$ cat src/rtl/spw_char_pkg.sv
// rtl/spw_char_pkg.sv - character codes, NULL pattern, error indices and RX states
package spw_char_pkg;

    // Control codes in transmit order after the parity bit: {C, b1, b0}
    localparam logic [2:0] CODE_FCT = 3'b100;
    localparam logic [2:0] CODE_EOP = 3'b101;
    localparam logic [2:0] CODE_EEP = 3'b110;
    localparam logic [2:0] CODE_ESC = 3'b111;

    // NULL as seen in an 8-bit window, newest bit at LSB; the ESC parity bit is don't-care
    localparam logic [7:0] NULL_PATTERN = 8'b0111_0100;
    localparam logic [7:0] NULL_MASK    = 8'h7F;

    // N-char encodings presented on rx_data_out
    localparam logic [8:0] NCHAR_EOP = 9'h100;
    localparam logic [8:0] NCHAR_EEP = 9'h101;

    // Bit positions inside rx_error_type
    localparam int ERR_PARITY = 0;
    localparam int ERR_ESCAPE = 1;
    localparam int ERR_DISC   = 2;

    typedef enum logic [2:0] {
        RX_HUNT  = 3'b001,
        RX_RUN   = 3'b010,
        RX_ERROR = 3'b100
    } rx_state_t;

    function automatic logic null_match(input logic [7:0] window);
        return ((window ^ NULL_PATTERN) & NULL_MASK) == 8'h00;
    endfunction

endpackage

$ cat src/rtl/rx_char_decoder_m_if.sv
// rtl/rx_char_decoder_m_if.sv - bit stream in, character events out
interface rx_char_decoder_m_if;

    logic       rx_bit;
    logic       rx_bit_valid;
    logic       rx_got_bit;
    logic       rx_got_null;
    logic       rx_got_fct;
    logic       rx_got_null_p;
    logic       rx_got_nchar;
    logic [8:0] rx_data_out;
    logic       rx_got_time_code;
    logic [7:0] rx_timecode_out;
    logic       rx_error;
    logic [2:0] rx_error_type;

    modport master (
        output rx_bit, rx_bit_valid,
        input  rx_got_bit, rx_got_null, rx_got_fct, rx_got_null_p, rx_got_nchar,
        input  rx_data_out, rx_got_time_code, rx_timecode_out, rx_error, rx_error_type
    );

    modport slave (
        input  rx_bit, rx_bit_valid,
        output rx_got_bit, rx_got_null, rx_got_fct, rx_got_null_p, rx_got_nchar,
        output rx_data_out, rx_got_time_code, rx_timecode_out, rx_error, rx_error_type
    );

endinterface

$ cat src/rtl/rx_disconnect_timer_m.sv
// rtl/rx_disconnect_timer_m.sv - idle-cycle counter flagging a lost link
module rx_disconnect_timer_m #(
    parameter int unsigned DISC_CYCLES = 64
) (
    input  logic pclk_rx,
    input  logic enable_rx,
    input  logic rx_bit_valid,
    input  logic arm,
    output logic disconnect
);

    localparam logic [9:0] LAST = 10'(DISC_CYCLES - 1);

    logic [9:0] count;

    assign disconnect = arm && !rx_bit_valid && (count == LAST);

    // Count idle cycles while armed; any valid bit restarts the window
    always_ff @(posedge pclk_rx or negedge enable_rx) begin
        if (!enable_rx) begin
            count <= '0;
        end else if (!arm || rx_bit_valid) begin
            count <= '0;
        end else if (count != LAST) begin
            count <= count + 10'd1;
        end
    end

endmodule

$ cat src/rtl/rx_char_decoder_m.sv
// rtl/rx_char_decoder_m.sv - NULL alignment, character decode and error detection
module rx_char_decoder_m
    import spw_char_pkg::*;
#(
    parameter int unsigned DISC_CYCLES = 64
) (
    input  logic               pclk_rx,
    input  logic               enable_rx,
    rx_char_decoder_m_if.slave bus
);

    rx_state_t  state, state_next;
    logic [7:0] shift_reg;
    logic [3:0] bit_cnt;
    logic       p_bit;
    logic       c_bit;
    logic [7:0] payload;
    logic       par_acc;
    logic       prev_par;
    logic       esc_pending;
    logic       disconnect;

    logic [7:0] hunt_window;
    logic       parity_fail;
    logic       char_done;
    logic [2:0] ctrl_code;
    logic [7:0] data_byte;
    logic       esc_error;

    // Character fields are derived from the stored bits plus the bit arriving now
    assign hunt_window = {shift_reg[6:0], bus.rx_bit};
    assign parity_fail = (bit_cnt == 4'd1) && !(p_bit ^ prev_par ^ bus.rx_bit);
    assign char_done   = c_bit ? (bit_cnt == 4'd3) : (bit_cnt == 4'd9);
    assign ctrl_code   = {1'b1, payload[7], bus.rx_bit};
    assign data_byte   = {bus.rx_bit, payload[7:1]};
    assign esc_error   = esc_pending && c_bit && (ctrl_code != CODE_FCT);

    rx_disconnect_timer_m #(.DISC_CYCLES(DISC_CYCLES)) u_timer (
        .pclk_rx      (pclk_rx),
        .enable_rx    (enable_rx),
        .rx_bit_valid (bus.rx_bit_valid),
        .arm          (bus.rx_got_bit && (state != RX_ERROR)),
        .disconnect   (disconnect)
    );

    // State register
    always_ff @(posedge pclk_rx or negedge enable_rx) begin
        if (!enable_rx) begin
            state <= RX_HUNT;
        end else begin
            state <= state_next;
        end
    end

    // Next state: align on NULL, drop into ERROR on any detected fault
    always_comb begin
        state_next = state;
        unique case (state)
            RX_HUNT: begin
                if (disconnect) begin
                    state_next = RX_ERROR;
                end else if (bus.rx_bit_valid && null_match(hunt_window)) begin
                    state_next = RX_RUN;
                end
            end
            RX_RUN: begin
                if (disconnect) begin
                    state_next = RX_ERROR;
                end else if (bus.rx_bit_valid && (parity_fail || (char_done && esc_error))) begin
                    state_next = RX_ERROR;
                end
            end
            RX_ERROR: state_next = RX_ERROR;
            default:  state_next = RX_HUNT;
        endcase
    end

    // Bit assembly, character decode, event pulses and sticky status
    always_ff @(posedge pclk_rx or negedge enable_rx) begin
        if (!enable_rx) begin
            shift_reg            <= '0;
            bit_cnt              <= '0;
            p_bit                <= 1'b0;
            c_bit                <= 1'b0;
            payload              <= '0;
            par_acc              <= 1'b0;
            prev_par             <= 1'b0;
            esc_pending          <= 1'b0;
            bus.rx_got_bit       <= 1'b0;
            bus.rx_got_null      <= 1'b0;
            bus.rx_got_fct       <= 1'b0;
            bus.rx_got_null_p    <= 1'b0;
            bus.rx_got_nchar     <= 1'b0;
            bus.rx_data_out      <= '0;
            bus.rx_got_time_code <= 1'b0;
            bus.rx_timecode_out  <= '0;
            bus.rx_error         <= 1'b0;
            bus.rx_error_type    <= '0;
        end else begin
            bus.rx_got_fct       <= 1'b0;
            bus.rx_got_null_p    <= 1'b0;
            bus.rx_got_nchar     <= 1'b0;
            bus.rx_got_time_code <= 1'b0;

            if (bus.rx_bit_valid) begin
                bus.rx_got_bit <= 1'b1;
            end
            if (state != RX_ERROR && state_next == RX_ERROR) begin
                bus.rx_error <= 1'b1;
            end
            if (disconnect) begin
                bus.rx_error_type[ERR_DISC] <= 1'b1;
            end

            if (state == RX_HUNT && bus.rx_bit_valid) begin
                shift_reg <= hunt_window;
                if (null_match(hunt_window)) begin
                    bus.rx_got_null <= 1'b1;
                    prev_par        <= 1'b0;
                    bit_cnt         <= '0;
                    esc_pending     <= 1'b0;
                end
            end

            if (state == RX_RUN && bus.rx_bit_valid) begin
                if (parity_fail) begin
                    bus.rx_error_type[ERR_PARITY] <= 1'b1;
                end else if (char_done) begin
                    bit_cnt  <= '0;
                    prev_par <= par_acc ^ bus.rx_bit;
                    if (c_bit) begin
                        if (esc_error) begin
                            bus.rx_error_type[ERR_ESCAPE] <= 1'b1;
                        end else if (esc_pending) begin
                            bus.rx_got_null_p <= 1'b1;
                            esc_pending       <= 1'b0;
                        end else begin
                            case (ctrl_code)
                                CODE_FCT: bus.rx_got_fct <= 1'b1;
                                CODE_EOP: begin
                                    bus.rx_data_out  <= NCHAR_EOP;
                                    bus.rx_got_nchar <= 1'b1;
                                end
                                CODE_EEP: begin
                                    bus.rx_data_out  <= NCHAR_EEP;
                                    bus.rx_got_nchar <= 1'b1;
                                end
                                default: esc_pending <= 1'b1;
                            endcase
                        end
                    end else if (esc_pending) begin
                        bus.rx_timecode_out  <= data_byte;
                        bus.rx_got_time_code <= 1'b1;
                        esc_pending          <= 1'b0;
                    end else begin
                        bus.rx_data_out  <= {1'b0, data_byte};
                        bus.rx_got_nchar <= 1'b1;
                    end
                end else begin
                    bit_cnt <= bit_cnt + 4'd1;
                    if (bit_cnt == 4'd0) begin
                        p_bit   <= bus.rx_bit;
                        par_acc <= 1'b0;
                    end else if (bit_cnt == 4'd1) begin
                        c_bit <= bus.rx_bit;
                    end else begin
                        payload <= {bus.rx_bit, payload[7:1]};
                        par_acc <= par_acc ^ bus.rx_bit;
                    end
                end
            end
        end
    end

endmodule

$ cat src/flat_wrapper.sv
// flat-port wrapper written by rule: the top's interface ports become plain ports
module rx_char_decoder_m_flat import spw_char_pkg::*;
#(
    parameter int unsigned DISC_CYCLES = 64
)
  (pclk_rx, enable_rx, bus_rx_bit, bus_rx_bit_valid, bus_rx_got_bit, bus_rx_got_null, bus_rx_got_fct, bus_rx_got_null_p, bus_rx_got_nchar, bus_rx_data_out, bus_rx_got_time_code, bus_rx_timecode_out, bus_rx_error, bus_rx_error_type);
  rx_char_decoder_m_if bus_i ();
  input  logic pclk_rx;
  input  logic enable_rx;
  input wire logic [$bits(bus_i.rx_bit)-1:0] bus_rx_bit;
  input wire logic [$bits(bus_i.rx_bit_valid)-1:0] bus_rx_bit_valid;
  output wire logic [$bits(bus_i.rx_got_bit)-1:0] bus_rx_got_bit;
  output wire logic [$bits(bus_i.rx_got_null)-1:0] bus_rx_got_null;
  output wire logic [$bits(bus_i.rx_got_fct)-1:0] bus_rx_got_fct;
  output wire logic [$bits(bus_i.rx_got_null_p)-1:0] bus_rx_got_null_p;
  output wire logic [$bits(bus_i.rx_got_nchar)-1:0] bus_rx_got_nchar;
  output wire logic [$bits(bus_i.rx_data_out)-1:0] bus_rx_data_out;
  output wire logic [$bits(bus_i.rx_got_time_code)-1:0] bus_rx_got_time_code;
  output wire logic [$bits(bus_i.rx_timecode_out)-1:0] bus_rx_timecode_out;
  output wire logic [$bits(bus_i.rx_error)-1:0] bus_rx_error;
  output wire logic [$bits(bus_i.rx_error_type)-1:0] bus_rx_error_type;
  assign bus_i.rx_bit = bus_rx_bit;
  assign bus_i.rx_bit_valid = bus_rx_bit_valid;
  assign bus_rx_got_bit = bus_i.rx_got_bit;
  assign bus_rx_got_null = bus_i.rx_got_null;
  assign bus_rx_got_fct = bus_i.rx_got_fct;
  assign bus_rx_got_null_p = bus_i.rx_got_null_p;
  assign bus_rx_got_nchar = bus_i.rx_got_nchar;
  assign bus_rx_data_out = bus_i.rx_data_out;
  assign bus_rx_got_time_code = bus_i.rx_got_time_code;
  assign bus_rx_timecode_out = bus_i.rx_timecode_out;
  assign bus_rx_error = bus_i.rx_error;
  assign bus_rx_error_type = bus_i.rx_error_type;
  rx_char_decoder_m #(.DISC_CYCLES(DISC_CYCLES)) u_core (.pclk_rx(pclk_rx), .enable_rx(enable_rx), .bus(bus_i));
endmodule
$ cat config.mk
export PLATFORM = sky130hd
export DESIGN_NAME = rx_char_decoder_m_flat
export DESIGN_NICKNAME = d
export VERILOG_FILES = /design/src/rtl/spw_char_pkg.sv /design/src/rtl/rx_char_decoder_m_if.sv /design/src/rtl/rx_disconnect_timer_m.sv /design/src/rtl/rx_char_decoder_m.sv /design/src/flat_wrapper.sv
export SDC_FILE = /design/constraint.sdc
export NUM_CORES = 1
export LEC_CHECK = 0
export CORE_MARGIN = 3
export CORE_UTILIZATION = 37
export DETAILED_ROUTE_END_ITERATION = 8
export SYNTH_ARGS = -nofsm -noshare
export SYNTH_HDL_FRONTEND = slang
export SYNTH_SLANG_ARGS = --single-unit
$ cat constraint.sdc
create_clock -name pclk_rx -period 2.8 [get_ports pclk_rx]
set_input_delay 0.56 -clock pclk_rx [delete_from_list [all_inputs] [get_ports pclk_rx]]
set_output_delay 0.56 -clock pclk_rx [all_outputs]
set_load 0.01 [all_outputs]
; ---- After elaboration in Yosys (flattened, before gate mapping)
; Cells that the tools add are included.
[word_totals]
inputBits = 4
word_cells = 142
reg_bits = 63
out_inout_bits = 27
[op_classes]
n_reduce_logical = 33
mux = 60
bitwise_logic = 10
n_eq_ne = 15
add_sub_neg = 2
[ops]
columns = cell, count
row1 = 1-bit 2-to-1 mux, 43
row2 = 9-bit 2-to-1 mux, 4
row3 = 10-bit 2-to-1 mux, 2
row4 = 4-bit 2-to-1 mux, 5
row5 = 5-bit AND reduction, 4
row6 = 9-bit one-hot mux with 2 select lines, 1
row7 = 1-bit logical AND, 12
row8 = 3-bit 2-to-1 mux, 4
row9 = 10-bit by 1-bit adder with 10-bit output (second input constant), 1
row10 = 10-bit by 6-bit equality test with 1-bit output (second input constant), 1
row11 = 10-bit by 6-bit != test with 1-bit output (second input constant), 1
row12 = 3-bit one-hot mux with 3 select lines, 1
row13 = 8-bit zero test, 1
row14 = 4-bit AND reduction, 2
row15 = 3-bit equality test (second input constant), 2
row16 = 3-bit != test (second input constant), 2
row17 = 1-bit NOT, 6
row18 = 6-bit AND reduction, 1
row19 = 4-bit by 1-bit adder with 4-bit output (second input constant), 1
row20 = 4-bit by 1-bit equality test with 1-bit output (second input constant), 1
row21 = 4-bit by 2-bit equality test with 1-bit output (second input constant), 1
row22 = 4-bit equality test (second input constant), 1
row23 = 4-bit zero test, 1
row24 = 2-bit != test (second input constant), 2
row25 = 13 further kinds, 20

; ---- Longest topological paths before layout
[depth]
depth_word = 11
depth_mapped = 8
mapped_depth_nobuf = 7

; ---- Cells and area by module
; From an unflattened synthesis, not the netlist that was laid out.
[hier_totals]
hier_cells = 252
hier_area_um2 = 3009.1
[by_module_without_submodules]
columns = mod, cells_each, n_inst, area_per_inst_um2, seq_area_each_um2
row1 = rx_char_decoder_m, 196, 1, 2458.6, 1302.5
row2 = rx_disconnect_timer_m, 56, 1, 550.5, 250.2

; ---- Worst setup path after synthesis
; OpenSTA, ideal clock, no wires.
[synth_timing]
path_type = input port to flip-flop
startpoint = input bus_rx_bit
endpoint = register u_core.bit_cnt[3]
t_required_ns = 2.674
arrival_time_ns = 1.962
path_buffers = 1
setup_time_ns = 0.126
path_stages = 5
slack_ns = 0.712
path_cell_list = buf_6 -> or4b_4 -> nor3_1 -> nor2_1 -> a221o_1
[synth_via]
elab_chain_cells = 5
elab_cells_between_ends = 8
classes_between = 4 x mux / 1 x bitwise / 3 x reduce/logical
[synth_rtl]
columns = element, line
row1 = start: declaration, flat_wrapper.sv:10  ; input wire logic [$bits(bus_i.rx_bit)-1:0] bus_rx_bit;
row2 = 8-bit zero test or 1-bit XOR (tied branches), "spw_char_pkg.sv:30, rx_char_decoder_m.sv:32"
row3 = 4-bit 2-to-1 mux or 1-bit zero test (tied branches), "rx_char_decoder_m.sv:117, rx_char_decoder_m.sv:32"
row4 = 4-bit 2-to-1 mux or 1-bit logical AND (tied branches), "rx_char_decoder_m.sv:115, rx_char_decoder_m.sv:32"
row5 = 4-bit 2-to-1 mux, rx_char_decoder_m.sv:126  ; if (parity_fail) begin
row6 = 4-bit 2-to-1 mux (*), rx_char_decoder_m.sv:125  ; if (state == RX_RUN && bus.rx_bit_valid) begin
row7 = end signal: assignment, rx_char_decoder_m.sv:160  ; bit_cnt <= bit_cnt + 4'd1;
row8 = end: declaration, rx_char_decoder_m.sv:14  ; logic [3:0] bit_cnt;
; Mark *: on every way between the ends. The rest lies on a longest branch, timed or not.
; A chain may end at the register's enable or synchronous reset.

; ---- Final worst setup path
[layout_timing]
startpoint = input bus_rx_bit
endpoint = register u_core.bit_cnt[2]
; Same word-level chain as after synthesis.

==> impl_metrics.json <==
{
  "status": "completed",
  "num-nets-final": 298,
  "switching_share": 0.219,
  "cts_tree": "built",
  "register_area_sq_um": 1550,
  "layout_worst_path_cycle_share": 0.811,
  "r2r-end": "u_core.bus.rx_timecode_out[3]",
  "row_count": 31,
  "slew-limit-headroom": 0.582,
  "synth-seq-cells": 62,
  "multi_input_area_sq_um": 1280,
  "p_clk_frac": 0.468,
  "die_w_um": 94.9,
  "rr_worst_depth": 4,
  "cts-resized-gates": 0,
  "drtAntennaViolNets": 0,
  "dp_hpwl_um": 4210,
  "clkTransAtPathRegs_ps": 70,
  "worst_hold_path_type": "primary input to async pin",
  "mostFrequentLayoutCells": "dfrtp_1, clkdlybuf4s50_1, mux2_2",
  "dp.cells": 375,
  "dr.first_iter.drc_count": 105,
  "ios": 31,
  "cp_data_required_time_ps": 3070,
  "gr-usage-all-layers": 0.149,
  "core-area_sq_um": 7450,
  "top_layer_used": "met4",
  "vias": 2048,
  "syn_to_final_growth_pct": 24.8,
  "diodes": 0,
  "synth.avg_cell_area_sq_um": 12.1,
  "finalWeightedCongestion": 0.759,
  "max_freq_mhz": 441,
  "rsz0062_at_grt": "false",
  "cp_max_fo": 11,
  "synth_edf_count": 0,
  "leakage_nw": 1.66,
  "routed_via_density": 5.24,
  "place_ws_ps": 171,
  "drv_cap": 0,
  "regMostFlops": "u_core.u_timer.count",
  "postCtsSetupRepairBufs": 0,
  "antenna_found_initial": 0,
  "period_needed_ps": 2270,
  "wl_um": 6060,
  "synth_ff_type": "dfrtp_1",
  "htree_levels": 3,
  "synth_warnings": 0,
  "grt_max_degree": 63,
  "pwr-share-seq": 0.464,
  "hold_viol": 0,
  "drive_gt1_frac": 0.219,
  "slew_viol_final": 0,
  "async_reset_ff_frac": 1.00,
  "vdd_drop_max_mv": 0.280,
  "r2r-start": "u_core.bit_cnt[1]",
  "cts_root_buffer": "clkbuf_8",
  "clock_skew_ps": 12.4,
  "seq_area_frac_synth": 0.531,
  "combPwrFrac": 0.069,
  "clock-sinks": 62,
  "start_util": 0.392,
  "largest_reg_flops": 10,
  "fin_cells": 391,
  "port_buffers": 30,
  "grt_pass1_wl_um": 10300,
  "layout_setup_ws_ps": 530,
  "met3_wirelength_um": 190,
  "syn_inst": 241,
  "drc": 0,
  "setup_violations": 0,
  "reg2reg_slack_ps": 560,
  "dieArea_sq_um": 9000,
  "syn_nets": 252,
  "met2_length_um": 2840,
  "clockBufferDepth": 2,
  "cellPowerDensity_nw_per_um2": 578,
  "synth_area_sq_um": 2920,
  "first_pass_iters": 4,
  "final_common_cell": "dfrtp_1",
  "ys_types": 58,
  "detail_route.wl_per_cell_um": 15.5,
  "grt_overflow": 0,
  "fillers": 680,
  "start_kind": "primary input",
  "die_h_um": 94.9,
  "ctsHoldBuffers": 0,
  "grt_pass1_vias": 2072,
  "timing.critical_path.to_type": "flip-flop",
  "fin_tns_setup_ps": 0,
  "worstPathArrival_ps": 2540,
  "worst_pin_slew_ps": 625,
  "cts_buffers": 9,
  "criticalPathCategory": "primary input to flip-flop",
  "p_int_mw": 1.65,
  "p_switching_uw": 462,
  "insertion_delay_ps": 340,
  "wl_met1_um": 2990,
  "top_regs": "u_core.u_timer.count (10), u_core.bus.rx_data_out (9), u_core.bus.rx_timecode_out (8)"
}
## worst max path at each step
stage / from / to / slack, ps
after floorplan: bus_rx_bit / u_core.bit_cnt[3] / 710
after global placement: bus_rx_bit / u_core.bit_cnt[3] / 220
after detailed placement: bus_rx_bit / u_core.bit_cnt[3] / 170
after CTS: bus_rx_bit / u_core.bit_cnt[2] / 520
after global routing: bus_rx_bit / u_core.bit_cnt[2] / 440
final: bus_rx_bit / u_core.bit_cnt[2] / 530
## power by group through the flow
stage | sequential, mW | clock, mW | combinational [mW]
finish | 0.977 | 0.986 | 0.145
global route | 0.984 | 1.05 | 0.161
CTS | 0.977 | 0.999 | 0.148
detailed placement | 0.994 | 0 | 0.147
global placement | 0.995 | 0 | 0.146
floorplan | 0.985 | 0 | 0.0891
## cells by family after synthesis
logic type,synth area share
xor gates and xnor gates,0.0287
adders and majority gates,0.0300
and+or+nand+nor,0.166
DFF,0.531
buffers and inverters,0.0304
AOI/OAI and AO/OA,0.114
muxes,0.0994
## per-stage QoR
stage | util | cell area (sq um) | hold WS [ps] | total power, mW
2_1_floorplan | - | 2920 | 264 | 1.07
3_3_place_gp | 0.456 | 3400 | 450 | 1.14
3_5_place_dp | 0.456 | 3400 | 460 | 1.14
4_1_cts | 0.489 | 3640 | 231 | 2.12
5_1_grt | 0.489 | 3640 | 234 | 2.20
6_report | 0.489 | 3640 | 215 | 2.11
## Yosys cell counts, drive strengths merged, types with 3 or more instances
cell type / n / area [sq um]
a211oi: 3 / 35.0
a21oi: 7 / 38.8
a22o: 8 / 70.1
a31oi: 3 / 18.8
a41o: 3 / 30.0
and2: 4 / 25.0
and3: 3 / 18.8
buf: 4 / 32.5
dfrtp: 61 / 1530
ha: 7 / 87.6
inv: 13 / 48.8
mux2: 24 / 270
nand2: 12 / 45.0
nand2b: 3 / 18.8
nand3: 9 / 50.1
nand4: 4 / 25.0
nor2: 11 / 41.3
nor3: 6 / 35.0
o21ai: 4 / 20.0
or2: 3 / 18.8
or3b: 3 / 28.8
xnor2: 6 / 52.6
## routing by layer
layer,global-route usage,vias to the layer above
met5,0,-
met1,0.197,1042
met4,0.0469,0
met3,0.0542,5
met2,0.227,24
li1,-,977
## worst max-delay path, stage by stage
cell	delay (ps)
clkdlybuf4s50_1	660
xnor3_1	330
a21oi_2	300
buf_4	230
nor2b_1	270
a22o_1	190
## area by class of cell
class,count,share of cell area
clock buffers,13,0.0436
clock inverters,3,0.0247
inverters,13,0.0134
multi-input cells,160,0.351
flip-flops and latches,62,0.426
well taps,99,0.0340
repair buffers,41,0.107
Note: power is estimated with default switching activity, not from simulation.
==> edit 1, RTL diff (config.mk and constraints unchanged) <==
`DISC_CYCLES` is set to 64 in 3 places; all go to 32.
--- a/src/rtl/rx_disconnect_timer_m.sv
+++ b/src/rtl/rx_disconnect_timer_m.sv
@@ -2,3 +2,3 @@
 module rx_disconnect_timer_m #(
-    parameter int unsigned DISC_CYCLES = 64
+    parameter int unsigned DISC_CYCLES = 32
 ) (
--- a/src/rtl/rx_char_decoder_m.sv
+++ b/src/rtl/rx_char_decoder_m.sv
@@ -4,3 +4,3 @@
 #(
-    parameter int unsigned DISC_CYCLES = 64
+    parameter int unsigned DISC_CYCLES = 32
 ) (
--- a/src/flat_wrapper.sv
+++ b/src/flat_wrapper.sv
@@ -3,3 +3,3 @@
 #(
-    parameter int unsigned DISC_CYCLES = 64
+    parameter int unsigned DISC_CYCLES = 32
 )
Function: same outputs for any inputs over 10 cycles, from zero or initial values; that may be too few to reach the edited logic, so the function may still have changed.
==> edit 1 against the original RTL <==
  * Power shrank 3.1%
  * Maximum frequency shrank 1.2%
  * Sequential cell count is the same
  * Largest cell class unchanged
  * Die area shrank 0.60%
  * Final area shrank 2.1%
  * Register-to-register slack lost 0.06 ns
  * Routed wire length shrank 6.9%
  * Worst setup slack lost 0.027 ns
  * Clock power shrank 2.1%
  * Critical path depth is the same
  * Area after synthesis shrank 0.64%
==> edit 1: results (changes against the original RTL) <==
| Metric | Value |
|---|---|
| LEAKAGE | `1.629 nW (-1.6%)` |
| Synth Area in Compound Gates | `9.569% (-1.9 points)` |
| Synth Area in XOR/XNOR | `2.931% (+0.062 points)` |
| Clk Latency, worst-skew pair | `0.33 ns` |
| Non-clock buffers | `36 (-12%)` |
| GR Util met2 | `20.15% (-2.6 points)` |
| Count of multi-input gates | `155 (-3.1%)` |
| Via density per instance | `5.146 (-1.8%)` |
| Vias in the first global route | `1,904 (-8.1%)` |
| Leading post-synthesis cells by cell area | `dfrtp_1 53%, mux2_2 8.9%, ha_1 3.0%` |
| Nets | `285 (-4.4%)` |
| Layout cells sized above 1 | `22.58% (+0.66 points)` |
| Max VDD drop | `0.2452 mV (-12%)` |
| Maximum fanout along the worst path | `10 (-1)` |
| Reg2reg setup slack | `0.50 ns (-0.06 ns)` |
| DR iter-0 viols | `96 (-8.6%)` |
| Inverter count | `10 (-3)` |
| Mux share of post-synthesis cell area | `10.34% (+0.41 points)` |
| First-pass GRT wire length | `9384 um (-8.8%)` |
| CTS Buffer Depth | `2 (unchanged)` |
| Sequential fraction of the synthesis area | `53.49% (+0.34 points)` |
| Post-synth top cells | `61 x dfrtp_1, 23 x mux2_2, 13 x nor2_1` |
| Routed WL | `5644 um (-6.9%)` |
| Seq cells post-synth | `62 (unchanged)` |
| Adder-Cell Fraction of Synth Area | `3.017% (+0.019 points)` |
| # clk buffers | `10 (-3)` |
| HPWL after DPL | `3956 um (-6.1%)` |
| Syn nets | `246 (-2.4%)` |
| Slew HR | `47.66% (-11 points)` |
| Status | `finished, final reports clean` |
| Postcts setup bufs | `0 (unchanged)` |
| Non-clock buffer share of cell area | `9.537% (-1.2 points)` |
| Layout clock area frac | `6.907% (+0.076 points)` |
| GRT Util Overall | `13.53% (-1.4 points)` |
| Grt met1 use | `19.41% (-0.28 points)` |
| Multi-input logic area | `1267 um^2 (-0.98%)` |
| Routability cong. | `0.8026 (+5.7%)` |
| Worst Path Arrival | `2.52 ns (-0.02 ns)` |
| Final Skew | `0.01000 ns (-0.002413 ns)` |
| Clock transition at path regs | `0.07 ns (about the same)` |
-- edit 1: stage by stage --
step                      hold slack, ns  setup WS (ns)  instance area (um^2)  std cells
after floorplan                   0.2644         0.6976                  2903        235
after global placement            0.4542         0.2091                  3322        362
after detailed placement          0.4589         0.2027                  3322        362
after CTS                         0.4147         0.4957                  3568        378
after global routing              0.4514         0.3460                  3568        378
final                             0.3763         0.5026                  3568        378
-- edit 1: layer usage --
layer,share of wire [%],up-vias
met5,0,-
met3,3.2,2
li1,-,944
met1,50,974
met2,46,25
met4,0.62,0
-- edit 1: power groups by stage --
stage                     clock network, mW  logic [mW]  registers, mW
after detailed placement                  0       0.125          0.971
after global placement                    0       0.123          0.971
final                                 0.965       0.122          0.954
after global routing                   1.03       0.139          0.961
after floorplan                           0      0.0729          0.967
after CTS                             0.989       0.126          0.954
-- edit 1: path summary, 6_finish.rpt --
kind / startpoint / to / cells after the start
worst min-delay path: enable_rx / u_core.bus.rx_error / 2
worst min register to register: u_core.bus.rx_got_null / u_core.bus.rx_got_null / 1
max in group asynchronous: enable_rx / u_core.bus.rx_data_out[3] / 2
min in group pclk_rx: u_core.bus.rx_got_null / u_core.bus.rx_got_null / 1
worst max-delay path: u_core.bit_cnt[1] / u_core.bus.rx_timecode_out[4] / 6
worst max register to register: u_core.bit_cnt[1] / u_core.bus.rx_timecode_out[4] / 6
-- edit 1: kinds of logic (layout without fill, tap and decap cells) --
group	count (synthesis)	after routing
compound gates	37	37
simple gates	76	76
buf+inv	18	62
xor+xnor	8	8
fa+ha+maj	7	7
mux	27	27
flops	62	62
-- edit 1: worst max-delay path, cell delays in order (launching register included) --
cell	delay [ns]
dfrtp_1	0.42
inv_1	0.12
ha_1	0.17
or3b_1	0.46
o21a_1	0.36
nand4_2	0.29
mux2_2	0.36
